`config.mk`:
```
export PLATFORM = sky130hd
export DESIGN_NAME = cska_bist_driver
export DESIGN_NICKNAME = d
export VERILOG_FILES = /design/src/rtl/cska_bist_pkg.sv /design/src/rtl/cska_bist_lfsr20.sv /design/src/rtl/cska_bist_driver.sv
export SDC_FILE = /design/constraint.sdc
export NUM_CORES = 1
export LEC_CHECK = 0
export ABC_AREA = 1
export CAP_MARGIN = 20
export CORE_ASPECT_RATIO = 1.25
export CORE_MARGIN = 2
export CORE_UTILIZATION = 50
export CTS_CLUSTER_SIZE = 20
export DETAILED_ROUTE_END_ITERATION = 10
export PLACE_DENSITY = 0.81
export SYNTH_ARGS = -nofsm -noshare
export SYNTH_HDL_FRONTEND = slang
export SYNTH_SLANG_ARGS = --single-unit
```
`constraint.sdc`:
```
create_clock -name clk -period 7.3 [get_ports clk]
set_clock_uncertainty 0.1 [all_clocks]
set_input_delay 1.095 -clock clk [delete_from_list [all_inputs] [get_ports clk]]
set_output_delay 1.095 -clock clk [all_outputs]
set_load 0.05 [all_outputs]
```
`src/rtl/cska_bist_pkg.sv`:
```
// Shared types and constants for the carry-skip adder self-test driver.
// Holds the FSM encoding, the four directed corner vectors and the LFSR taps.
package cska_bist_pkg;

   typedef enum logic [1:0] {
      ST_IDLE,
      ST_APPLY,
      ST_CHECK,
      ST_DONE
   } bist_state_t;

   localparam int ERR_W    = 16;
   localparam int LFSR_W   = 20;
   localparam int TAP_HI   = 19;
   localparam int TAP_LO   = 16;
   localparam int NUM_DIR  = 4;

   // Corner cases: zero, full-length ripple, max+max, all-propagate with no carry.
   localparam logic [9:0] DIR_A [NUM_DIR] = '{10'h000, 10'h3FF, 10'h3FF, 10'h2AA};
   localparam logic [9:0] DIR_B [NUM_DIR] = '{10'h000, 10'h001, 10'h3FF, 10'h155};

   // Fibonacci x^20 + x^17 + 1, shifting toward the MSB.
   function automatic logic [LFSR_W-1:0] lfsrStep(input logic [LFSR_W-1:0] s);
      return {s[LFSR_W-2:0], s[TAP_HI] ^ s[TAP_LO]};
   endfunction

endpackage

```
`src/rtl/cska_bist_lfsr20.sv`:
```
// 20-bit pseudo-random operand source; load has priority over advance.
module cska_lfsr20
   import cska_bist_pkg::*;
#(
   parameter logic [LFSR_W-1:0] RESET_SEED = 20'h5A5A5
) (
   input  logic              clk,
   input  logic              rst_n,
   input  logic              i_load,
   input  logic              i_advance,
   input  logic [LFSR_W-1:0] i_seed,
   output logic [LFSR_W-1:0] o_state
);

   logic [LFSR_W-1:0] r_state;

   always_ff @(posedge clk or negedge rst_n) begin
      if (!rst_n) begin
         r_state <= RESET_SEED;
      end else if (i_load) begin
         r_state <= i_seed;
      end else if (i_advance) begin
         r_state <= lfsrStep(r_state);
      end
   end

   assign o_state = r_state;

endmodule

```
`src/rtl/cska_bist_driver.sv`:
```
// Self-test driver for the 10-bit carry-skip adder: applies directed and LFSR
// operand pairs, checks the adder result one cycle later and logs the first failure.
module cska_bist_driver
   import cska_bist_pkg::*;
#(
   parameter int                WIDTH       = 10,
   parameter int                NUM_VECTORS = 1024,
   parameter logic [LFSR_W-1:0] LFSR_SEED   = 20'h5A5A5
) (
   input  logic             clk,
   input  logic             rst_n,
   input  logic             start,
   output logic [WIDTH-1:0] op_a,
   output logic [WIDTH-1:0] op_b,
   input  logic [WIDTH-1:0] dut_sum,
   input  logic             dut_cout,
   output logic             busy,
   output logic             done,
   output logic             pass,
   output logic [ERR_W-1:0] err_count,
   output logic [WIDTH-1:0] fail_a,
   output logic [WIDTH-1:0] fail_b,
   output logic [WIDTH:0]   fail_got
);

   bist_state_t       r_state;
   bist_state_t       w_nextState;
   logic              w_accept;
   logic              w_lastVec;
   logic              w_advanceVec;
   logic              w_mismatch;
   logic [15:0]       r_index;
   logic [15:0]       w_nextIndex;
   logic [WIDTH-1:0]  r_opA;
   logic [WIDTH-1:0]  r_opB;
   logic [WIDTH-1:0]  w_nextA;
   logic [WIDTH-1:0]  w_nextB;
   logic [WIDTH:0]    w_expected;
   logic [WIDTH:0]    w_got;
   logic [ERR_W-1:0]  r_errCount;
   logic [WIDTH-1:0]  r_failA;
   logic [WIDTH-1:0]  r_failB;
   logic [WIDTH:0]    r_failGot;
   logic [LFSR_W-1:0] w_lfsrState;
   logic [LFSR_W-1:0] w_lfsrNext;
   logic              w_lfsrAdvance;

   always_ff @(posedge clk or negedge rst_n) begin
      if (!rst_n) begin
         r_state <= ST_IDLE;
      end else begin
         r_state <= w_nextState;
      end
   end

   assign w_lastVec = (r_index == 16'(NUM_VECTORS - 1));

   always_comb begin
      w_nextState = r_state;
      w_accept    = 1'b0;
      case (r_state)
         ST_IDLE, ST_DONE: begin
            if (start) begin
               w_nextState = ST_APPLY;
               w_accept    = 1'b1;
            end
         end
         ST_APPLY: w_nextState = ST_CHECK;
         ST_CHECK: w_nextState = w_lastVec ? ST_DONE : ST_APPLY;
         default:  w_nextState = ST_IDLE;
      endcase
   end

   assign w_advanceVec = (r_state == ST_CHECK) && !w_lastVec;
   assign w_nextIndex  = r_index + 16'd1;

   // The LFSR only steps for random vectors, so vector 4 is one step past the seed.
   assign w_lfsrNext    = lfsrStep(w_lfsrState);
   assign w_lfsrAdvance = w_advanceVec && (w_nextIndex >= 16'(NUM_DIR));

   cska_lfsr20 #(
      .RESET_SEED(LFSR_SEED)
   ) u_lfsr (
      .clk      (clk),
      .rst_n    (rst_n),
      .i_load   (w_accept),
      .i_advance(w_lfsrAdvance),
      .i_seed   (LFSR_SEED),
      .o_state  (w_lfsrState)
   );

   always_comb begin
      w_nextA = w_lfsrNext[LFSR_W-1 -: WIDTH];
      w_nextB = w_lfsrNext[WIDTH-1:0];
      if (w_nextIndex < 16'(NUM_DIR)) begin
         w_nextA = WIDTH'(DIR_A[w_nextIndex[1:0]]);
         w_nextB = WIDTH'(DIR_B[w_nextIndex[1:0]]);
      end
   end

   assign w_expected = {1'b0, r_opA} + {1'b0, r_opB};
   assign w_got      = {dut_cout, dut_sum};
   assign w_mismatch = (r_state == ST_CHECK) && (w_got != w_expected);

   // Operands, index and result log; a mismatch on the final vector is counted
   // on the same edge that enters DONE, so pass already reflects it.
   always_ff @(posedge clk or negedge rst_n) begin
      if (!rst_n) begin
         r_index    <= '0;
         r_opA      <= '0;
         r_opB      <= '0;
         r_errCount <= '0;
         r_failA    <= '0;
         r_failB    <= '0;
         r_failGot  <= '0;
      end else if (w_accept) begin
         r_index    <= '0;
         r_opA      <= WIDTH'(DIR_A[0]);
         r_opB      <= WIDTH'(DIR_B[0]);
         r_errCount <= '0;
         r_failA    <= '0;
         r_failB    <= '0;
         r_failGot  <= '0;
      end else begin
         if (w_mismatch) begin
            if (r_errCount != '1) begin
               r_errCount <= r_errCount + ERR_W'(1);
            end
            if (r_errCount == '0) begin
               r_failA   <= r_opA;
               r_failB   <= r_opB;
               r_failGot <= w_got;
            end
         end
         if (w_advanceVec) begin
            r_index <= w_nextIndex;
            r_opA   <= w_nextA;
            r_opB   <= w_nextB;
         end
      end
   end

   assign op_a      = r_opA;
   assign op_b      = r_opB;
   assign busy      = (r_state == ST_APPLY) || (r_state == ST_CHECK);
   assign done      = (r_state == ST_DONE);
   assign pass      = done && (r_errCount == '0);
   assign err_count = r_errCount;
   assign fail_a    = r_failA;
   assign fail_b    = r_failB;
   assign fail_got  = r_failGot;

endmodule

```
# After elaboration in Yosys (flattened, before gate mapping)
# Index checks and enable logic that the tools add are counted.
dict set report classes {
  addsub 3
  n_lt_le_gt_ge 3
  n_eq_ne 7
  n_mux 33
  n_bitwise 2
  reduce_logical 16
}
# cell count
set ops {}
lappend ops {{$mux W10} 16}
lappend ops {{$mux W16} 5}
lappend ops {{$bmux W10 S2} 2}
lappend ops {{$mux W20} 2}
lappend ops {{$mux W11} 3}
lappend ops {{$add A16 B1 Y16 const B} 2}
lappend ops {{$eq A16 B10 Y1 const B} 1}
lappend ops {{$ge A16 B3 Y1 const B} 1}
lappend ops {{$logic_not A16 Y1} 1}
lappend ops {{$lt A16 B3 Y1 const B} 1}
lappend ops {{$ne A16 B16 Y1 const B} 1}
lappend ops {{$add A10 B10 Y11} 1}
lappend ops {{$ne A11 B11 Y1} 1}
lappend ops {{$reduce_bool A2 Y1} 5}
lappend ops {{$pmux W2 S3} 1}
lappend ops {{$eq A2 B2 Y1 const B} 2}
lappend ops {{$logic_and A1 B1 Y1} 4}
lappend ops {{$mux W2} 2}
lappend ops {{$reduce_and A2 Y1} 2}
lappend ops {{$ge A3 B3 Y1 const B} 1}
lappend ops {{$not A2 Y3} 1}
lappend ops {{$eq A2 B1 Y1 const B} 1}
lappend ops {{$logic_not A2 Y1} 1}
lappend ops {{$mux W1} 2}
lappend ops {{other kinds (5)} 5}
dict set report word_totals {
  regBits 105
  input_bits 14
  out_inout_bits 70
  wordCells 73
}

# Depth between registers and ports, before layout
# Gate-level depths: netlist (run 1).
dict set report logic_depth {
  word_depth 8
  ltp_mapped 16
  depth_no_buf 15
}

# Cells and area by module
# A second synthesis (run 1) with hierarchy kept.
dict set report hier_totals {
  cells_unflattened 873
  area_unflattened_um2 6384.9
}
# module instances cells_each area_each_um2
set by_module_without_submodules {}
lappend by_module_without_submodules {cska_bist_driver 1 759 5387.7}
lappend by_module_without_submodules {cska_lfsr20 1 114 997.2}

# Least setup slack after synthesis (run 1)
# OpenSTA, ideal clock, no wires.
dict set report synth_timing {
  path_kind {flip-flop to output port}
  from {register r_errCount[0] (netlist: err_count[0])}
  to {output pass}
  arrival_ns 1.858
  required_ns 6.105
  path_slack_ns 4.247
  path_stages_with_launch 6
  path_buffers 0
  cell_sequence {dfrtp_1 inv_1 ha_1 nand3b_1 nor4b_2 and2_1}
}
dict set report synth_via {
  elab_chain_len 2
}
# element line_no
set synth_rtl {}
lappend synth_rtl {{start: declaration} cska_bist_driver.sv:40} ;# logic [ERR_W-1:0] r_errCount;
lappend synth_rtl {{start signal: assignment} cska_bist_driver.sv:127} ;# r_errCount <= r_errCount + ERR_W'(1);
lappend synth_rtl {{$logic_not A16 Y1} cska_bist_driver.sv:147} ;# assign pass = done && (r_errCount == '0);
lappend synth_rtl {{$logic_and A1 B1 Y1} cska_bist_driver.sv:147}
lappend synth_rtl {{end: declaration} cska_bist_driver.sv:19} ;# output logic pass,
# No other way between the ends.

# Final worst setup path (run 1)
dict set report layout_timing {
  from {register r_errCount[9] (netlist: err_count[9])}
  to {output pass}
}
# The elaborated chain is that of the path after synthesis.

==> impl_metrics.py, run 1 <==
metrics = {
    "worst_setup_path": {
        "cp-start-kind": "register",
        "cp_data_required_time_ns": 6.11,
        "r2r-start": "r_index[0]",
        "crit_arrival_ns": 2.82,
        "critPathCaptureType": "output port",
        "cp_max_fo": 33,
        "critical_path_class": "register to output port",
        "r2r-end": "op_b[2]",
        "timing.reg2reg.setup_slack_ns": 4.02,
        "r2r_cells": 11,
    },
    "grt": {
        "antenna_found_initial": 0,
        "grt_pass1_wl_um": 26000,
        "grt_max_degree": 109,
        "grt_usage": 0.250,
        "grt_overflow_total": 0,
        "grt_pass1_vias": 5367,
    },
    "timing": {
        "max_freq_mhz": 249,
        "worstMarginPinSlew_ns": 1.05,
        "min_period_ns": 4.02,
        "slew_viol_final": 0,
        "rsz0062_at_grt": "no",
        "hold_viol_final": 0,
        "fin_setup_tns_ns": 0,
        "setup_viol": 0,
        "slew_headroom": 0.299,
        "holdWs_ns": 0.393,
        "fin_crit_sh": 0.550,
    },
    "drt": {
        "drc": 0,
        "routed_via_density": 5.38,
        "drtPass1Iterations": 5,
        "postRouteAntennaNets": 0,
        "wl_per_cell_um": 15.2,
        "drtIter0Drc": 343,
        "drt_wl_total_um": 15700,
        "via_count": 5560,
    },
    "min_path": {
        "worstHoldStart": "u_lfsr.o_state[7]",
        "whs_endpoint": "u_lfsr.o_state[7]",
        "hold_depth": 2,
        "worstHoldPathType": "register to register",
    },
    "placed_design": {
        "placed_area_mm2": 0.00701,
        "place_hpwl_um": 11000,
        "port-buffer-count": 83,
        "routabilityCongestion": 0.878,
    },
    "die": {
        "die_w_um": 103,
        "io_pins": 84,
        "initial_core_util": 0.508,
        "dieArea_mm2": 0.0131,
        "die_y_um": 127,
        "coreArea_mm2": 0.0120,
        "num_rows": 45,
    },
    "outcome": {
        "run_status": "complete, no violations",
    },
    "clocking": {
        "clock-sinks": 105,
        "hold_buffers": 0,
        "clockBufferDepth": 2,
        "cts-resized-gates": 0,
        "cts-root-buf": "clkbuf_16",
        "cts_buffers": 9,
        "postCtsSetupRepairBufs": 0,
        "clk_latency_ns": 0.36,
        "path_clk_slew_ns": 0.08,
        "cts_tree": "done",
        "htreeDepth": 3,
    },
    "layout": {
        "drive_above_1_share": 0.0702,
        "fillers": 1070,
        "final_area_mm2": 0.00732,
        "diodes": 0,
        "final_nets": 896,
        "area_growth_pct": 20.1,
        "multi_input_area_mm2": 0.00298,
        "register_area_mm2": 0.00264,
    },
    "synth": {
        "ys_warn_count": 0,
        "synth_cell_types": 37,
        "ys_ff_latch": 105,
        "avgSynthCellArea_um2": 7.63,
        "synth_nets": 830,
        "yosysSeqAreaShare": 0.433,
        "syn-instance-count": 798,
        "synth.cell_area_mm2": 0.00609,
    },
    "power": {
        "p_clk_frac": 0.172,
        "power_density_mw_per_mm2": 380,
        "p_int_uw": 1410,
        "p_leak_uw": 0.00378,
        "switching_share": 0.493,
        "ir_drop_uv": 214,
        "comb_power_share": 0.515,
        "seqPwrFrac": 0.313,
        "switchingPower_uw": 1370,
    },
    "job": {
        "maxCapViolations": 0,
    },
}
## synth_stat cells, drive strengths merged
cell | number | area (µm²)
inv | 86 | 323
buf | 14 | 95.1
and2 | 1 | 6.26
clkbuf | 20 | 75.1
nor3 | 7 | 40.0
nand3 | 116 | 603
dfstp | 10 | 263
a21boi | 1 | 7.51
xor2 | 21 | 191
o21ai | 13 | 65.1
a21oi | 5 | 25.0
ha | 17 | 213
or2 | 2 | 12.5
nand4 | 54 | 344
dfrtp | 95 | 2380
fa | 1 | 20.0
nor4b | 1 | 15.0
o22ai | 8 | 50.1
nor4 | 3 | 18.8
nand3b | 3 | 22.5
xnor2 | 12 | 105
nor2 | 36 | 180
a21o | 1 | 7.51
nand2 | 271 | 1030
## metrics by stage
step	setup WS, ns	instances	total power, µW	utilization
finish	3.28	1033	2780	0.610
global route	3.13	1033	2940	0.610
floorplan	4.25	798	1850	-
CTS	3.26	1032	2780	0.609
global placement	3.40	1016	2270	0.585
detailed placement	3.33	1016	2290	0.585
## cell usage in the layout (no fill, tap or decap), types with 3 or more instances in the layout
cell type        synthesis  final
clkbuf_16                0      9
nand2_1                267    266
a21oi_1                  5      5
nor2_1                  26     25
ha_1                    17     17
inv_1                   82     82
nand2_2                  3      3
o22ai_1                  8      8
o21ai_0                 13     13
nor2_4                   4      4
buf_4                    1      6
clkdlybuf4s50_1          0     82
xnor2_1                 12     12
nor2_2                   6      7
nor4_1                   3      3
dfstp_2                 10     10
dfrtp_1                 95     95
nor3_1                   6      6
nand4_1                 53     53
inv_2                    4      4
nand3_1                113    113
nand3b_1                 3      3
xor2_1                  20     20
## per-layer routing
metal / track usage / up-vias / part of all wire
li1: - / 2731 / -
met4: 0.103 / 0 / 0.030
met2: 0.427 / 158 / 0.52
met5: 0 / - / 0
met3: 0.0388 / 40 / 0.045
met1: 0.313 / 2631 / 0.41
## final cells by class
cell class	instances	share of cell area
clock buffer	11	0.0332
clock inverter	5	0.00633
inverter	86	0.0441
multi-input combinational	573	0.407
sequential	105	0.361
tap	164	0.0280
timing repair buffer	89	0.120
## worst max-delay path, stage by stage (launching register included)
cell and delay [ns]:
dfrtp_1 0.47, nor4_1 0.38, nor4b_4 0.25, buf_4 0.37
and2_1 0.19, clkdlybuf4s50_1 0.80
## logic make-up after synthesis
group	after synthesis	synth area share
AOI/OAI and AO/OA	28	0.0255
xor gates and xnor gates	33	0.0487
and+or+nand+nor	494	0.373
adders and majority gates	18	0.0382
DFF	105	0.433
buffers and inverters	120	0.0809
## power groups by stage
stage                     combinational, µW  clock [µW]  sequential, µW
after floorplan                         699           0            1150
after CTS                              1420         486             868
final                                  1430         479             870
after global placement                 1390           0             876
after global routing                   1550         508             884
after detailed placement               1410           0             877
## sequential cells by signal, indices dropped and copies added, names as in the netlist
signal	flops
fail_a	10
op_b	10
r_index	16
err_count	16
u_lfsr.o_state	20
fail_got	11
r_state	2
fail_b	10
op_a	10
## worst max-delay path by stage
stage | from | end | slack [ns] | depth (start not counted)
after global routing | err_count[9] | pass | 3.13 | 5
after global placement | start | op_b[8] | 3.40 | 9
after CTS | err_count[9] | pass | 3.26 | 5
after detailed placement | start | op_b[4] | 3.33 | 9
final | err_count[9] | pass | 3.28 | 5
after floorplan | err_count[0] | pass | 4.25 | 5
Power figures use the tool's default switching activity.
==> run 2: changes to the inputs <==
--- a/config.mk
+++ b/config.mk
@@ -12,7 +12,7 @@
 export CORE_UTILIZATION = 50
 export CTS_CLUSTER_SIZE = 20
 export DETAILED_ROUTE_END_ITERATION = 10
-export PLACE_DENSITY = 0.81
+export PLACE_DENSITY = 0.84
 export SYNTH_ARGS = -nofsm -noshare
 export SYNTH_HDL_FRONTEND = slang
 export SYNTH_SLANG_ARGS = --single-unit
==> constraint.sdc (replaced) <==
create_clock -name clk -period 3.5 [get_ports clk]
set_clock_uncertainty 0.1 [all_clocks]
set_input_delay 0.525 -clock clk [delete_from_list [all_inputs] [get_ports clk]]
set_output_delay 0.525 -clock clk [all_outputs]
set_load 0.05 [all_outputs]
==> impl_metrics.py, run 2 (same netlist as run 1, synthesis figures left out) <==
metrics = {
    "grt": {
        "grt_pass1_wl_um": 25900,
        "grt_pass1_vias": 5411,
        "antenna_found_initial": 0,
        "grt_usage": 0.252,
        "grt_overflow_total": 0,
        "grt_max_degree": 125,
    },
    "power": {
        "ir_drop_uv": 332,
        "p_leak_uw": 0.00380,
        "finalPower_uw": 5820,
        "power_density_mw_per_mm2": 790,
    },
    "drt": {
        "routed_via_density": 5.41,
        "postRouteAntennaNets": 0,
        "drc": 0,
        "via_count": 5595,
        "wl_met3_um": 679,
        "drt_wl_total_um": 15600,
        "wl_per_cell_um": 15.1,
        "wl_met2_um": 8160,
        "drtPass1Iterations": 6,
        "maxUsedRoutingLayer": "met4",
        "drtIter0Drc": 390,
        "routedLengthMet1_um": 6240,
    },
    "timing": {
        "worstMarginPinSlew_ns": 1.02,
        "setup_viol": 0,
        "slew_headroom": 0.317,
        "fin_setup_tns_ns": 0,
        "holdWs_ns": 0.0390,
        "min_period_ns": 3.13,
        "max_freq_mhz": 320,
        "hold_viol_final": 0,
        "slew_viol_final": 0,
        "fin_crit_sh": 0.893,
        "rsz0062_at_grt": "no",
        "worst_slack_ns": 0.374,
    },
    "layout": {
        "fillers": 1033,
        "largest_reg_flops": 20,
        "final_nets": 897,
        "layout_common_cells": "nand2_1, nand3_1, dfrtp_1, inv_1, clkdlybuf4s50_1",
        "area_growth_pct": 20.8,
        "drive_above_1_share": 0.0724,
        "diodes": 0,
        "layout_commonest_cell": "nand2_1",
        "fin_util": 0.614,
    },
    "die": {
        "initial_core_util": 0.508,
        "die_y_um": 127,
        "io_pins": 84,
        "coreArea_mm2": 0.0120,
        "dieArea_mm2": 0.0131,
        "num_rows": 45,
        "die_w_um": 103,
    },
    "clocking": {
        "cts-resized-gates": 0,
        "hold_buffers": 0,
        "clock-sinks": 105,
        "cts_tree": "done",
        "cts-root-buf": "clkbuf_16",
        "postCtsSetupRepairBufs": 0,
        "path_clk_slew_ns": 0.07,
        "htreeDepth": 3,
        "cts_buffers": 9,
        "clk_latency_ns": 0.36,
        "clockBufferDepth": 2,
    },
    "placed_design": {
        "place_ws_ns": 0.549,
        "port-buffer-count": 83,
        "routabilityCongestion": 0.956,
        "place_hpwl_um": 11100,
    },
    "worst_setup_path": {
        "cp_data_required_time_ns": 2.87,
        "cp-start-kind": "register",
        "critical_path_class": "register to output port",
        "max_stage_delay_ns": 0.81,
        "timing.reg2reg.setup_slack_ns": 0.41,
        "cp_top_family": "simple AND/OR/NAND/NOR gates",
        "r2r_cells": 12,
        "r2r-start": "op_a[5]",
        "crit_arrival_ns": 2.50,
        "critPathBufInv": 1,
        "cp_max_fo": 7,
        "r2r-end": "fail_b[7]",
        "path_cells": "nor4_1 > nor4b_4 > and2_1 > clkdlybuf4s50_1",
        "critPathCaptureType": "output port",
        "cpMaxStageDelayCell": "clkdlybuf4s50_1",
    },
    "outcome": {
        "run_status": "complete, no violations",
    },
    "min_path": {
        "worstHoldPathType": "input pin to asynchronous set/reset pin",
    },
    "job": {
        "maxCapViolations": 0,
    },
}
[run 2: power by group]
part           internal [µW]  switching (µW)  leakage [µW]
sequential              1520             302       0.00141
clock                    498             494      0.000145
combinational            923            2080       0.00225
total                   2940            2880       0.00380
[run 2: how the worst max path moves through the flow]
stage	cells past startpoint	slack (ns)	end	start
finish	4	0.37	pass	err_count[9]
global route	13	0.18	err_count[2]	op_a[0]
CTS	4	0.36	pass	err_count[9]
detailed placement	12	0.55	fail_b[7]	op_a[0]
global placement	12	0.55	fail_b[0]	op_a[0]
floorplan	14	0.76	fail_a[3]	op_b[0]
[run 2: area by class of cell]
type | instances | area [µm²] | share of cell area
clock inverters | 7 | 63.8 | 0.00867
clock buffers | 9 | 225 | 0.0306
multi-input cells | 573 | 2980 | 0.405
repair buffers | 90 | 918 | 0.125
inverters | 86 | 323 | 0.0439
well taps | 164 | 205 | 0.0279
flip-flops and latches | 105 | 2640 | 0.359
[run 2: stage by stage]
step | area, µm² | instances
floorplan | 6090 | 798
global placement | 7070 | 1018
detailed placement | 7070 | 1018
CTS | 7360 | 1034
global route | 7360 | 1034
finish | 7360 | 1034
[run 2: per-layer routing]
layer | global-route usage | vias to the layer above
met1 | 0.316 | 2657
met2 | 0.431 | 159
met5 | 0 | -
li1 | - | 2734
met4 | 0.101 | 0
met3 | 0.0383 | 45
==> edit 1 (flow settings as in run 2) <==
Make the reset (`rst_n`) synchronous in 3 clocked blocks.
--- a/src/rtl/cska_bist_lfsr20.sv
+++ b/src/rtl/cska_bist_lfsr20.sv
@@ -14,7 +14,7 @@
 
    logic [LFSR_W-1:0] r_state;
 
-   always_ff @(posedge clk or negedge rst_n) begin
+   always_ff @(posedge clk) begin
       if (!rst_n) begin
          r_state <= RESET_SEED;
       end else if (i_load) begin
--- a/src/rtl/cska_bist_driver.sv
+++ b/src/rtl/cska_bist_driver.sv
@@ -45,7 +45,7 @@
    logic [LFSR_W-1:0] w_lfsrNext;
    logic              w_lfsrAdvance;
 
-   always_ff @(posedge clk or negedge rst_n) begin
+   always_ff @(posedge clk) begin
       if (!rst_n) begin
          r_state <= ST_IDLE;
       end else begin
@@ -104,7 +104,7 @@
 
    // Operands, index and result log; a mismatch on the final vector is counted
    // on the same edge that enters DONE, so pass already reflects it.
-   always_ff @(posedge clk or negedge rst_n) begin
+   always_ff @(posedge clk) begin
       if (!rst_n) begin
          r_index    <= '0;
          r_opA      <= '0;
Formal check against the unedited RTL: differs if rst_n is asserted again (counterexample within 4 cycles, from zero or initial values and one cycle with rst_n low); with rst_n held inactive, the same outputs for 10 cycles.
==> edit 1 against run 2 <==
- synthesized area up 1.3%
- worst setup slack better by 0.19 ns
- largest cell class unchanged
- sequential share of layout area is 7.5 points lower
- final cell count rose by 15%
- non-clock buffer count is 3 higher
- critical path type is now flip-flop to flip-flop
- sequential cell count did not move
- design area is 0.68% higher
- hold slack better by 0.34 ns
- wire length increased by 0.36%
Power is not compared: it rests on default switching activity, and its combinational part moved more than twofold at a synthesized area within 25%.
==> edit 1: results (changes against run 2) <==
* Grt met2 use at 41.78% (-1.4 points)
* Met3 GRT Util at 3.217% (-0.61 points)
* Slew HR at 34.41% (+2.7 points)
* Post-synth cell types at 39 (+5.4%)
* Total Nets Final at 1048 (+17%)
* Syn Area/Cell at 6.474 um2 (-15%)
* Final Non-Filler Cells at 1184 (+15%)
* First-pass GRT wire length at 25.83 mm (-0.27%)
* CTS root buffer: clkbuf_16
* Post-synth net total at 986 (+19%)
* Placed instance area at 7124 um2 (+0.78%)
* First-pass detailed-route iteration total at 5 (-1)
* Clock-pin transition on the worst setup and hold timing paths at 0.07 ns (about the same)
* # placed instances at 1168 (+15%)
* Largest cells by area after synthesis: dfxtp_1 34%, nand2_1 13%, inv_1 11%
* Iter 0 DRT Violations at 333 (-15%)
* Register area share after synthesis at 34.07% (-9.3 points)
* Layout cells sized above 1 at 6.569% (-0.67 points)
* Vias in the first global route at 5571 (+3.0%)
* Number of inserted diodes at 0 (unchanged)
* Top post-synthesis cells by count: 220 x nand2_1, 182 x inv_1, 105 x dfxtp_1, 102 x nor2_1, 84 x nand3_1
* Static leakage at ~3.3 nW
* Post-CTS Setup Bufs at 0 (unchanged)
* Worst-path fanout max at 44 (+37)
* Switch share at between 30% and 40%
* Post-CTS sizing at 0 (unchanged)
* Worst Hold Class: flip-flop to flip-flop
* HPWL Detailed at 11.14 mm (+0.81%)
* Clk Latency, worst-skew pair at 0.35 ns
* Gp weighted congestion at 0.9636 (+0.84%)
* YS warnings at 0 (unchanged)
* IO Port Bufs at 83 (unchanged)
* Post-synth ARST share at 0% (-100 points)
* GR Util All Layers at 24.32% (-0.85 points)
* Total CTS buffers at 9 (unchanged)
* Routed len/inst at 13.25 um (-12%)
* Max reg flops at 20 (unchanged)
* Max VDD drop at ~210 uV
* Largest net degree at the start of global routing at 78 (-38%)
* Initial antenna violation count at 0 (unchanged)
* H-tree depth at 3 (unchanged)
* Clk buf depth at 2 (unchanged)
* Crit path DAT at 3.09 ns (+0.59 ns)
* Vias per cell at 5.077 (-6.2%)
* M1 GR Usage at 29.47% (-2.1 points)
* Status: completed
==> edit 1: cells by family (layout without fill, tap and decap cells) <==
logic type | after synthesis | in the layout | share of synthesized area [%]
simple gates | 499 | 499 | 36.50
buf+inv | 230 | 297 | 14.50
flops | 105 | 105 | 34.07
compound gates | 75 | 75 | 7.037
xor+xnor | 25 | 25 | 3.914
fa+ha+maj | 19 | 19 | 3.975
==> edit 1: critical path: stages, from the launching register on <==
cell     delay, ns
dfxtp_1       0.33
ha_1          0.24
fa_1          0.46
nand3_1       0.14
nand3_1       0.15
nand4_1       0.15
nand2_1       0.08
nand2_1       0.06
nand2_1       0.05
inv_1         0.06
nor2_1        0.05
nand2_2       0.28
buf_12        0.26
nand3_1       0.20
nor2_1        0.17
nor2_1        0.06
==> edit 1: worst paths after layout <==
kind                           from  depth (start not counted)                end  slack [ns]
setup / recovery            op_a[0]                         15      err_count[11]        0.56
hold reg to reg   u_lfsr.o_state[6]                          2  u_lfsr.o_state[6]        0.38
hold / removal    u_lfsr.o_state[6]                          2  u_lfsr.o_state[6]        0.38
setup reg to reg            op_a[0]                         15      err_count[11]        0.56
==> edit 1: layout make-up <==
type | count | area, um2
Inverter | 188 | 705.7
Clock inverter | 4 | 27.53
Timing Repair Buffer | 93 | 915.9
Fill cell | 1090 | 4697
Multi-Input combinational cell | 618 | 3196
Tap cell | 164 | 205.2
Clock buffer | 12 | 256.5
Sequential cell | 105 | 2102
==> edit 1: power by group through the flow <==
stage | clock (mW) | sequential (mW) | combinational (mW)
6_report | 0.980 | 1.28 | 0.734
2_1_floorplan | 0 | 1.39 | 0.451
3_5_place_dp | 0 | 1.31 | 0.723
4_1_cts | 0.985 | 1.28 | 0.729
5_1_grt | 1.03 | 1.28 | 0.810
3_3_place_gp | 0 | 1.31 | 0.717
==> edit 1: routing by layer <==
| metal | vias to the layer above | wire (um) |
|---|---|---|
| met1 | 2718 | 6651 |
| met3 | 41 | 725 |
| met5 | - | 0 |
| met4 | 0 | 592 |
| met2 | 171 | 7715 |
| li1 | 3081 | - |
==> edit 1: metrics by stage <==
| step | total power [mW] | setup WS, ns | hold slack [ns] |
|---|---|---|---|
| finish | 2.993 | 0.5598 | 0.3810 |
| global route | 3.123 | 0.3220 | 0.4011 |
| CTS | 2.993 | 0.6109 | 0.3833 |
| detailed placement | 2.028 | 0.6340 | 0.3718 |
| global placement | 2.022 | 0.6672 | 0.3670 |
| floorplan | 1.844 | 0.6728 | 0.3450 |
==> edit 2 (flow settings as in run 2) <==
Made on the original files. `WIDTH`: 10 -> 20.
--- a/src/rtl/cska_bist_driver.sv
+++ b/src/rtl/cska_bist_driver.sv
@@ -3,7 +3,7 @@
 module cska_bist_driver
    import cska_bist_pkg::*;
 #(
-   parameter int                WIDTH       = 10,
+   parameter int                WIDTH       = 20,
    parameter int                NUM_VECTORS = 1024,
    parameter logic [LFSR_W-1:0] LFSR_SEED   = 20'h5A5A5
 ) (
Ports: changed (6 resized); port bits go from 84 to 144. No check against the original RTL was run, so the function may have changed too.
==> edit 2 against run 2 <==
- utilization grew 3.8 points
- synthesized area grew 26%
- design area grew 33%
- power grew 44%
- register-to-register slack lost 0.08 ns
- wire length grew 33%
- worst setup slack lost 0.18 ns
- sequential cell count grew 30
- fmax shrank 5.5%
- largest power group unchanged
==> edit 2: results (changes against run 2) <==
* Max VDD drop at 656.6 uV (+98%)
* YS warnings at 0 (unchanged)
* Register area share after synthesis at 44.02% (+0.69 points)
* Total CTS buffers at 17 (+8)
* Top post-synthesis cells by count: 362 x nand2_1, 134 x nand3_1, 125 x dfrtp_1, 121 x inv_1, 103 x nor2_1
* Top cell type's share of synthesized area at 40.61% (+1.6 points)
* Final WL at 20.71 mm (+33%)
* Worst Hold Class: input pin to asynchronous set/reset pin
* Top_reg_cell synth: dfrtp_1
* Iter 0 DRT Violations at 619 (+59%)
* First-pass detailed-route iteration total at 6 (unchanged)
* Gp weighted congestion at 0.9536 (-0.21%)
* Crit path DAT at 2.68 ns (+0.18 ns)
* Static leakage at 4.983 nW (+31%)
* H-tree depth at 4 (+1)
* Initial antenna violation count at 0 (unchanged)
* Total Nets Final at 1219 (+36%)
* Clock-pin transition on the worst setup and hold timing paths at 0.05 ns (-0.02 ns)
* Post-synth net total at 1105 (+33%)
* M1 GR Usage at 30.94% (-0.64 points)
* HPWL Detailed at 14.38 mm (+30%)
* Post-CTS sizing at 0 (unchanged)
* Power Internal at 4.493 mW (+53%)
* CTS root buffer: clkbuf_16
* Max reg flops at 21 (+5.0%)
* Clk buf depth at 2 (unchanged)
* IO Port Bufs at 143 (+72%)
* Worst-path fanout max at 7 (unchanged)
* Clk Latency, worst-skew pair at 0.43 ns (+0.07 ns)
* Vias post-DR at 7229 (+29%)
* Placed instance area at 9149 um2 (+29%)
* Post-CTS Setup Bufs at 0 (unchanged)
* Grt met2 use at 44.95% (+1.8 points)
* Largest net degree at the start of global routing at 88 (-30%)
* Largest cells by area after synthesis: dfrtp_1 41%, nand2_1 18%, nand3_1 8.7%
* First-pass GRT wire length at 33.37 mm (+29%)
* Post-synth ARST share at 100.0% (unchanged)
* Number of inserted diodes at 0 (unchanged)
* GR Util All Layers at 25.76% (+0.59 points)
* Slew HR at 39.06% (+7.4 points)
* Vias in the first global route at 6884 (+27%)
* Status: completed
* Post-synth cell types at 38 (+2.7%)
* Layout cells sized above 1 at 6.218% (-1.0 points)
* Met3 GRT Util at 5.051% (+1.2 points)
edit 2: cell types whose count changed after synthesis, moves of 3 or more:
cell / before / now
buf_4: 1 / 20
buf_2: 7 / 15
dfrtp_1: 95 / 125
nand3_1: 113 / 134
nor3_1: 6 / 9
nand2_2: 3 / 0
nor2_2: 6 / 2
nand2_1: 267 / 362
o21ai_0: 13 / 25
or2_2: 2 / 6
nor2_1: 26 / 103
nand4_1: 53 / 18
inv_1: 82 / 121
edit 2: power by group through the flow:
stage          Clock, mW  Sequential (mW)  Combinational (mW)
6_report            1.89             2.30                4.17
5_1_grt             1.97             2.34                4.53
4_1_cts             1.90             2.30                4.17
3_5_place_dp           0             2.32                4.15
3_3_place_gp           0             2.30                4.09
2_1_floorplan          0             3.26                1.89
edit 2: layout make-up:
cell class,instances,area [um2]
repair buffers,156,1563
clock buffers,24,471.7
flip-flops and latches,135,3391
clock inverters,8,145.1
multi-input cells,740,3506
fillers,1249,5234
well taps,182,227.7
inverters,127,476.7
edit 2: cells by family after synthesis:
logic type,count (synthesis),share of synthesized area [%]
AO/OA/AOI/OAI,44,3.135
XOR/XNOR,29,3.298
buffers and inverters,188,10.59
AND/OR/NAND/NOR,649,35.93
flip-flops,135,44.02
adder cells (fa/ha/maj),18,3.021
edit 2: path summary, 6_finish.rpt:
kind,start,slack [ns],to,cells past startpoint
max,err_count[5],0.19,pass,6
min,rst_n,0.05,err_count[3],1
max reg2reg,op_a[0],0.33,fail_got[5],15
min reg2reg,u_lfsr.o_state[10],0.39,u_lfsr.o_state[10],2
max in group asynchronous,rst_n,2.45,u_lfsr.o_state[7],2
min in group clk,u_lfsr.o_state[10],0.39,u_lfsr.o_state[10],2
edit 2: routing by layer:
| metal | routed length [um] | up-vias |
|---|---|---|
| met5 | 0 | - |
| met4 | 476 | 0 |
| met3 | 1031 | 45 |
| met2 | 10760 | 230 |
| met1 | 8444 | 3408 |
| li1 | - | 3546 |
edit 2: metrics by stage:
stage	setup slack (ns)	util (%)	std cells
3_5_place_dp	0.3121	60.93	1339
2_1_floorplan	0.7008	-	1063
3_3_place_gp	0.4295	60.93	1339
4_1_cts	0.1695	65.04	1371
6_report	0.1926	65.14	1372
5_1_grt	0.007935	65.14	1372
edit 2: worst max-delay path, stage by stage, from the launching register on:
cell             delay, ns
dfrtp_1               0.46
nor4_1                0.33
nand3_1               0.11
nor4b_1               0.26
buf_4                 0.18
and2_1                0.12
clkdlybuf4s50_1       0.80
